### src/rtl/ifill_responder.sv
// ifill_responder: queues icache misses, fetches lines beat by beat, returns L2 fills.
// Optional: define IFILL_PERF_CNT_EN to add perf_fill_cnt / perf_merge_cnt outputs.
module ifill_responder #(
  parameter  int SET_CNT    = 1024,
  parameter  int CACHE_LINE = 512,
  parameter  int ADDR_SZ    = 32,
  parameter  int BEAT_W     = 64,
  parameter  int REQ_DEPTH  = 4,
  localparam int IDX_W      = $clog2(SET_CNT),
  localparam int OFF_W      = $clog2(CACHE_LINE),
  localparam int TAG_W      = ADDR_SZ - IDX_W - OFF_W,
  localparam int BEATS      = CACHE_LINE / BEAT_W,
  localparam int BIDX_W     = $clog2(BEATS)
) (
  input  logic                  clk,
  input  logic                  rst,
  input  logic                  ic_req_valid,
  output logic                  ic_req_ready,
  input  logic [TAG_W-1:0]      ic_req_tag,
  input  logic [IDX_W-1:0]      ic_req_index,
  output logic                  mem_rd_valid,
  input  logic                  mem_rd_ready,
  output logic [ADDR_SZ-1:0]    mem_rd_addr,
  input  logic                  mem_rsp_valid,
  input  logic [BEAT_W-1:0]     mem_rsp_data,
  output logic                  fill_valid,
  input  logic                  fill_ready,
  output logic [CACHE_LINE-1:0] fill_data,
  output logic [TAG_W-1:0]      fill_tag,
  output logic [IDX_W-1:0]      fill_index,
  output logic                  fill_is_l2_req,
  output logic [2:0]            fill_op,
  output logic                  busy
`ifdef IFILL_PERF_CNT_EN
  ,
  output logic [31:0]           perf_fill_cnt,
  output logic [31:0]           perf_merge_cnt
`endif
);

  localparam int PTR_W = $clog2(REQ_DEPTH);
  localparam int CNT_W = BIDX_W + 1;
  localparam logic [CNT_W-1:0] C_BEATS = CNT_W'(BEATS);
  localparam logic [PTR_W:0]   C_DEPTH = (PTR_W + 1)'(REQ_DEPTH);

  typedef enum logic [1:0] {
    S_IDLE,
    S_ISSUE,
    S_COLLECT,
    S_RETURN
  } state_t;

  state_t r_state;
  state_t w_state_nx;

  logic [TAG_W-1:0]      r_q_tag [REQ_DEPTH];
  logic [IDX_W-1:0]      r_q_idx [REQ_DEPTH];
  logic [PTR_W-1:0]      r_head;
  logic [PTR_W-1:0]      r_tail;
  logic [PTR_W:0]        r_cnt;
  logic [TAG_W-1:0]      r_tag;
  logic [IDX_W-1:0]      r_idx;
  logic [CNT_W-1:0]      r_iss_cnt;
  logic [CNT_W-1:0]      r_rsp_cnt;
  logic [CACHE_LINE-1:0] r_line;

  logic                 w_full;
  logic                 w_empty;
  logic                 w_acc;
  logic                 w_pop;
  logic                 w_push;
  logic                 w_merge;
  logic                 w_inf_hit;
  logic [REQ_DEPTH-1:0] w_hit;
  logic                 w_iss;
  logic                 w_rsp;
  logic                 w_fill_hs;
  logic [CNT_W-1:0]     w_iss_nx;
  logic [CNT_W-1:0]     w_rsp_nx;

  assign w_full       = r_cnt == C_DEPTH;
  assign w_empty      = r_cnt == '0;
  assign ic_req_ready = !w_full;
  assign w_acc        = ic_req_valid && !w_full;
  assign w_pop        = (r_state == S_IDLE) && !w_empty;
  assign busy         = !w_empty || (r_state != S_IDLE);

  // Duplicate detection against live queue entries, skipping the head being popped.
  always_comb begin
    w_hit = '0;
    for (int i = 0; i < REQ_DEPTH; i++) begin
      w_hit[i] = ({1'b0, (PTR_W'(i) - r_head)} < r_cnt)
              && !(w_pop && (PTR_W'(i) == r_head))
              && (r_q_tag[i] == ic_req_tag)
              && (r_q_idx[i] == ic_req_index);
    end
  end

  // The popped head becomes the in-flight line this cycle, so it stands in for it.
  always_comb begin
    if (w_pop) begin
      w_inf_hit = (r_q_tag[r_head] == ic_req_tag)
               && (r_q_idx[r_head] == ic_req_index);
    end else begin
      w_inf_hit = (r_state != S_IDLE)
               && (r_tag == ic_req_tag)
               && (r_idx == ic_req_index);
    end
  end

  assign w_merge   = (|w_hit) || w_inf_hit;
  assign w_push    = w_acc && !w_merge;
  assign w_iss     = (r_state == S_ISSUE) && mem_rd_ready;
  assign w_rsp     = ((r_state == S_ISSUE) || (r_state == S_COLLECT))
                  && mem_rsp_valid && (r_rsp_cnt != C_BEATS);
  assign w_iss_nx  = r_iss_cnt + CNT_W'(w_iss);
  assign w_rsp_nx  = r_rsp_cnt + CNT_W'(w_rsp);
  assign w_fill_hs = fill_valid && fill_ready;

  // Miss queue: circular buffer with head/tail pointers and occupancy count.
  always_ff @(posedge clk or negedge rst) begin
    if (!rst) begin
      r_head <= '0;
      r_tail <= '0;
      r_cnt  <= '0;
      for (int i = 0; i < REQ_DEPTH; i++) begin
        r_q_tag[i] <= '0;
        r_q_idx[i] <= '0;
      end
    end else begin
      if (w_push) begin
        r_q_tag[r_tail] <= ic_req_tag;
        r_q_idx[r_tail] <= ic_req_index;
        r_tail          <= r_tail + 1'b1;
      end
      if (w_pop) begin
        r_head <= r_head + 1'b1;
      end
      case ({w_push, w_pop})
        2'b10:   r_cnt <= r_cnt + 1'b1;
        2'b01:   r_cnt <= r_cnt - 1'b1;
        default: r_cnt <= r_cnt;
      endcase
    end
  end

  // FSM state register.
  always_ff @(posedge clk or negedge rst) begin
    if (!rst) begin
      r_state <= S_IDLE;
    end else begin
      r_state <= w_state_nx;
    end
  end

  // FSM next state and handshake outputs.
  always_comb begin
    w_state_nx   = r_state;
    mem_rd_valid = 1'b0;
    fill_valid   = 1'b0;
    unique case (r_state)
      S_IDLE: begin
        if (!w_empty) w_state_nx = S_ISSUE;
      end
      S_ISSUE, S_COLLECT: begin
        mem_rd_valid = r_state == S_ISSUE;
        if ((w_iss_nx == C_BEATS) && (w_rsp_nx == C_BEATS)) begin
          w_state_nx = S_RETURN;
        end else if (w_iss_nx == C_BEATS) begin
          w_state_nx = S_COLLECT;
        end
      end
      S_RETURN: begin
        fill_valid = 1'b1;
        if (fill_ready) w_state_nx = S_IDLE;
      end
      default: w_state_nx = S_IDLE;
    endcase
  end

  // In-flight line: tag/index, beat counters and assembled data.
  always_ff @(posedge clk or negedge rst) begin
    if (!rst) begin
      r_tag     <= '0;
      r_idx     <= '0;
      r_iss_cnt <= '0;
      r_rsp_cnt <= '0;
      r_line    <= '0;
    end else if (w_pop) begin
      r_tag     <= r_q_tag[r_head];
      r_idx     <= r_q_idx[r_head];
      r_iss_cnt <= '0;
      r_rsp_cnt <= '0;
    end else begin
      r_iss_cnt <= w_iss_nx;
      r_rsp_cnt <= w_rsp_nx;
      if (w_rsp) begin
        r_line[r_rsp_cnt[BIDX_W-1:0]*BEAT_W +: BEAT_W] <= mem_rsp_data;
      end
    end
  end

  assign mem_rd_addr    = mem_rd_valid
                        ? {r_tag, r_idx, r_iss_cnt[BIDX_W-1:0],
                           {(OFF_W-BIDX_W){1'b0}}}
                        : '0;
  assign fill_data      = r_line;
  assign fill_tag       = r_tag;
  assign fill_index     = r_idx;
  assign fill_is_l2_req = fill_valid;
  assign fill_op        = fill_valid ? 3'b010 : 3'b000;

`ifdef IFILL_PERF_CNT_EN
  logic [31:0] r_perf_fill;
  logic [31:0] r_perf_merge;

  // Saturating counts of completed fills and merged duplicate requests.
  always_ff @(posedge clk or negedge rst) begin
    if (!rst) begin
      r_perf_fill  <= '0;
      r_perf_merge <= '0;
    end else begin
      if (w_fill_hs && (r_perf_fill != '1)) begin
        r_perf_fill <= r_perf_fill + 1'b1;
      end
      if (w_acc && w_merge && (r_perf_merge != '1)) begin
        r_perf_merge <= r_perf_merge + 1'b1;
      end
    end
  end

  assign perf_fill_cnt  = r_perf_fill;
  assign perf_merge_cnt = r_perf_merge;
`else
  logic w_unused;
  assign w_unused = w_fill_hs;
`endif

endmodule

### config.mk
export PLATFORM = sky130hd
export DESIGN_NAME = ifill_responder
export DESIGN_NICKNAME = d
export VERILOG_FILES = /design/src/rtl/ifill_responder.sv
export SDC_FILE = /design/constraint.sdc
export NUM_CORES = 1
export LEC_CHECK = 0
export CAP_MARGIN = 20
export CORE_AREA = 2 2 259 261
export CTS_BUF_LIST = sky130_fd_sc_hd__clkbuf_8
export DETAILED_ROUTE_END_ITERATION = 10
export DIE_AREA = 0 0 261 263
export GPL_TIMING_DRIVEN = 0
export PLACE_DENSITY = 0.75
export SETUP_SLACK_MARGIN = 0.5
export SYNTH_ARGS = -nofsm -noshare
export SYNTH_HDL_FRONTEND = slang
export SYNTH_SLANG_ARGS = --single-unit
### constraint.sdc
create_clock -name clk -period 4.8 [get_ports clk]
set_clock_uncertainty 0.15 [all_clocks]
set_input_delay 0.48 -clock clk [delete_from_list [all_inputs] [get_ports clk]]
set_output_delay 0.48 -clock clk [all_outputs]
set_load 0.01 [all_outputs]
==> impl_results.md <==
- Top cells by area, synth: dfrtp_1, mux2_2, nand2_1
- Gate Count Post-Synth: 2431
- RSZ-0062 raised after global routing: yes
- Sequential Area: between 0.015 and 0.02 mm^2
- Clock Sink Count: 644
- Gr usage total: 29.69%
- CTS Buffer Depth: 3
- Drc violations: 0
- Core ar.: roughly 0.066 mm^2
- Setup WS pre-CTS: roughly 260 ps
- Area of the multi-input gates: 0.01048 mm^2
- DP HPWL: between 70000 and 80000 um
- Setup TNS: 0 ps
- Die X: 261 um
- Post-synthesis sequential area ratio: 58.94%
- Largest net degree at the start of global routing: 121
- ANT nets after route: 0
- Routed WL per cell: approximately 25 um
- Initial antenna violation count: 6
- Root buffer selected by CTS: clkbuf_8
- Leading area contributor after synthesis: dfrtp_1
- Setup CP Type: flop to flop
- Yosys top cell area share: between 50% and 60%
- CP Launch Type: flop
- Max Cap Viol: 0
- First-pass GRT wire length: 149500 um
- CTS tree: done
- Mapped Area: about 0.027 mm^2
- Port bufs: 639
- Hold Path Stages: 2
- Initial drt markers: 1894
- Top-count cell post-synth: dfrtp_1
- Worst-skew pair later-pin latency: 740 ps
- Hold WC Path Type: primary input to flop
- H-tree Lvls: 3
- Leak: ~16 nW
- Grt ovf: 0
- Ys flop type: dfrtp_1
- Ys Warns: 0
- Final Hold Viols: 0
- Die H: 263 um
- CTS clk-pin slew, worst paths: 60 ps
- Critical Path Fanout Max: 10
- Power Dens Cells: 686.3 mW/mm^2
- WP data arrival: about 4700 ps
- Mean Syn Cell Area: 11.25 um^2
- Cts bufs inserted: approximately 100
- # rows: 94
- Via count: roughly 22k
- Top post-synthesis cells by count: dfrtp_1, nand2_1, mux2_2
- Fill cells: about 5.5k
- Final WL: 103400 um
- Data required time of the critical path: 5240 ps
- Fmax: between 0.2 and 0.25 GHz
- CP endpoint kind: flop
- Vias in the first global route: around 22k
- RD Place Congestion: just over 0.9
- # IOs: roughly 670
- Part of the cycle the worst path needs: 88.67%
- Vias per cell: 5.356
- Final setup fails: 0
- Max-slew headroom: between 20% and 30%
- Slew @ Worst Pin: 1129 ps
- Slew Viols, Final: 0
- Die ar.: 0.06864 mm^2
- Post-synthesis register bit count: 644
- Library cells used by synthesis: between 40 and 50
- Status: finished clean
- Worst R2R Path Depth: 13
- Starting density of the core: a little over two fifths
- Max rail drop VDD: 0.3782 mV
- Fin worst setup slack: 543.7 ps
- Number of synthesized flops with an enable pin: 0
- Asr flop ratio synth: 100.0%
- Nets: between 3k and 4k
- Area Growth Syn to Fin: 36.24%
- Drt pass-1 iters: 8
- Ratio of cells with drive above 1 in the final layout: 15.76%
- Tmin final: around 4300 ps
- Worst hold margin: 200.4 ps
state kept, by name, summed over array words and instances, names as in the netlist:
| signal | cells |
|---|---|
| fill_data | 512 |
| r_tail | 2 |
| fill_index | 10 |
| r_iss_cnt | 4 |
| r_head | 2 |
| r_q_idx | 40 |
| r_cnt | 3 |
| fill_tag | 13 |
| r_rsp_cnt | 4 |
| r_q_tag | 52 |
| r_state | 2 |
power by group:
part           switching (mW)  internal [mW]  leakage (nW)  total [mW]
clock network            2.34           2.63          1.26        4.97
logic                    5.89           5.51          6.39        11.4
registers                1.48           7.71          8.32        9.19
total                    9.71           15.9          16.0        25.6
area by class of cell:
type	instances	share of cell area, %
Antenna cell	4	0.02687
Buffer	173	1.982
Clock buffer	130	4.803
Clock inverter	58	1.071
Inverter	15	0.1511
Multi-Input combinational cell	1606	28.12
Sequential cell	644	43.26
Tap cell	864	2.902
Timing Repair Buffer	649	17.68
final timing paths:
check	slack (ps)	start	end
hold reg to reg	330	fill_data[181]	fill_data[181]
setup / recovery	540	r_head[1]	r_q_tag[43]
setup reg to reg	540	r_head[1]	r_q_tag[43]
hold / removal	200	ic_req_index[1]	r_q_idx[11]
max in group asynchronous	1970	rst	fill_data[456]
min in group asynchronous	260	rst	fill_data[87]
logic make-up (layout without fill, tap and decap cells):
kind of cell | count (synthesis) | in the layout | synth area share [%]
other cells | 1 | 12 | 0.01371
flops | 644 | 644 | 58.94
fa+ha+maj | 24 | 24 | 1.126
compound gates | 342 | 342 | 6.709
buf+inv | 188 | 1025 | 2.878
mux | 329 | 329 | 14.14
xor+xnor | 151 | 151 | 4.837
simple gates | 752 | 752 | 11.35
metal layers:
layer	track usage [%]	wire length (um)
met5	0	23
met4	15.31	5917
met3	7.500	8935
met2	46.03	46860
met1	38.45	41630
stage by stage:
step	cells	instance area (um^2)	utilization [%]	total power, mW
3_5_place_dp	3950	35030	53.38	20.60
2_1_floorplan	2438	27370	-	14.06
3_3_place_gp	3941	34850	53.10	20.37
4_1_cts	4139	37240	56.74	25.62
5_1_grt	4141	37250	56.75	26.83
6_report	4143	37250	56.76	25.56
cell usage in the layout, fill, tap and decap left out, types with 19 or more instances in the layout:
cell and instances:
inv_1 45, nor4_1 19, mux2_2 299, nand2_1 629
nand4_1 24, o21ai_0 289, dfrtp_1 644, o31ai_1 34
clkbuf_1 144, xor2_1 63, and2_1 34, buf_4 21
xnor2_1 88, ha_1 23, clkdlybuf4s50_1 638, clkbuf_8 130
critical path, cell delays in order (launching register included):
cell and delay, ps:
dfrtp_1 450, clkbuf_1 280, buf_2 380, inv_1 160, ha_1 350, inv_1 50
ha_1 260, a21oi_1 60, o21ai_0 170, o311a_1 290, nand2_1 80, nor3_1 710
buf_4 370, mux2_2 360
repair_timing:
item,4_1_cts,5_1_grt
setup endpoints to repair,11,82
resized for setup,2,5
buffers inserted,0,0
hold buffers,1,0
hold endpoints to repair,103,0
pin swaps,0,1
gates cloned,0,0
No activity file was read; power rests on OpenSTA's default activity.
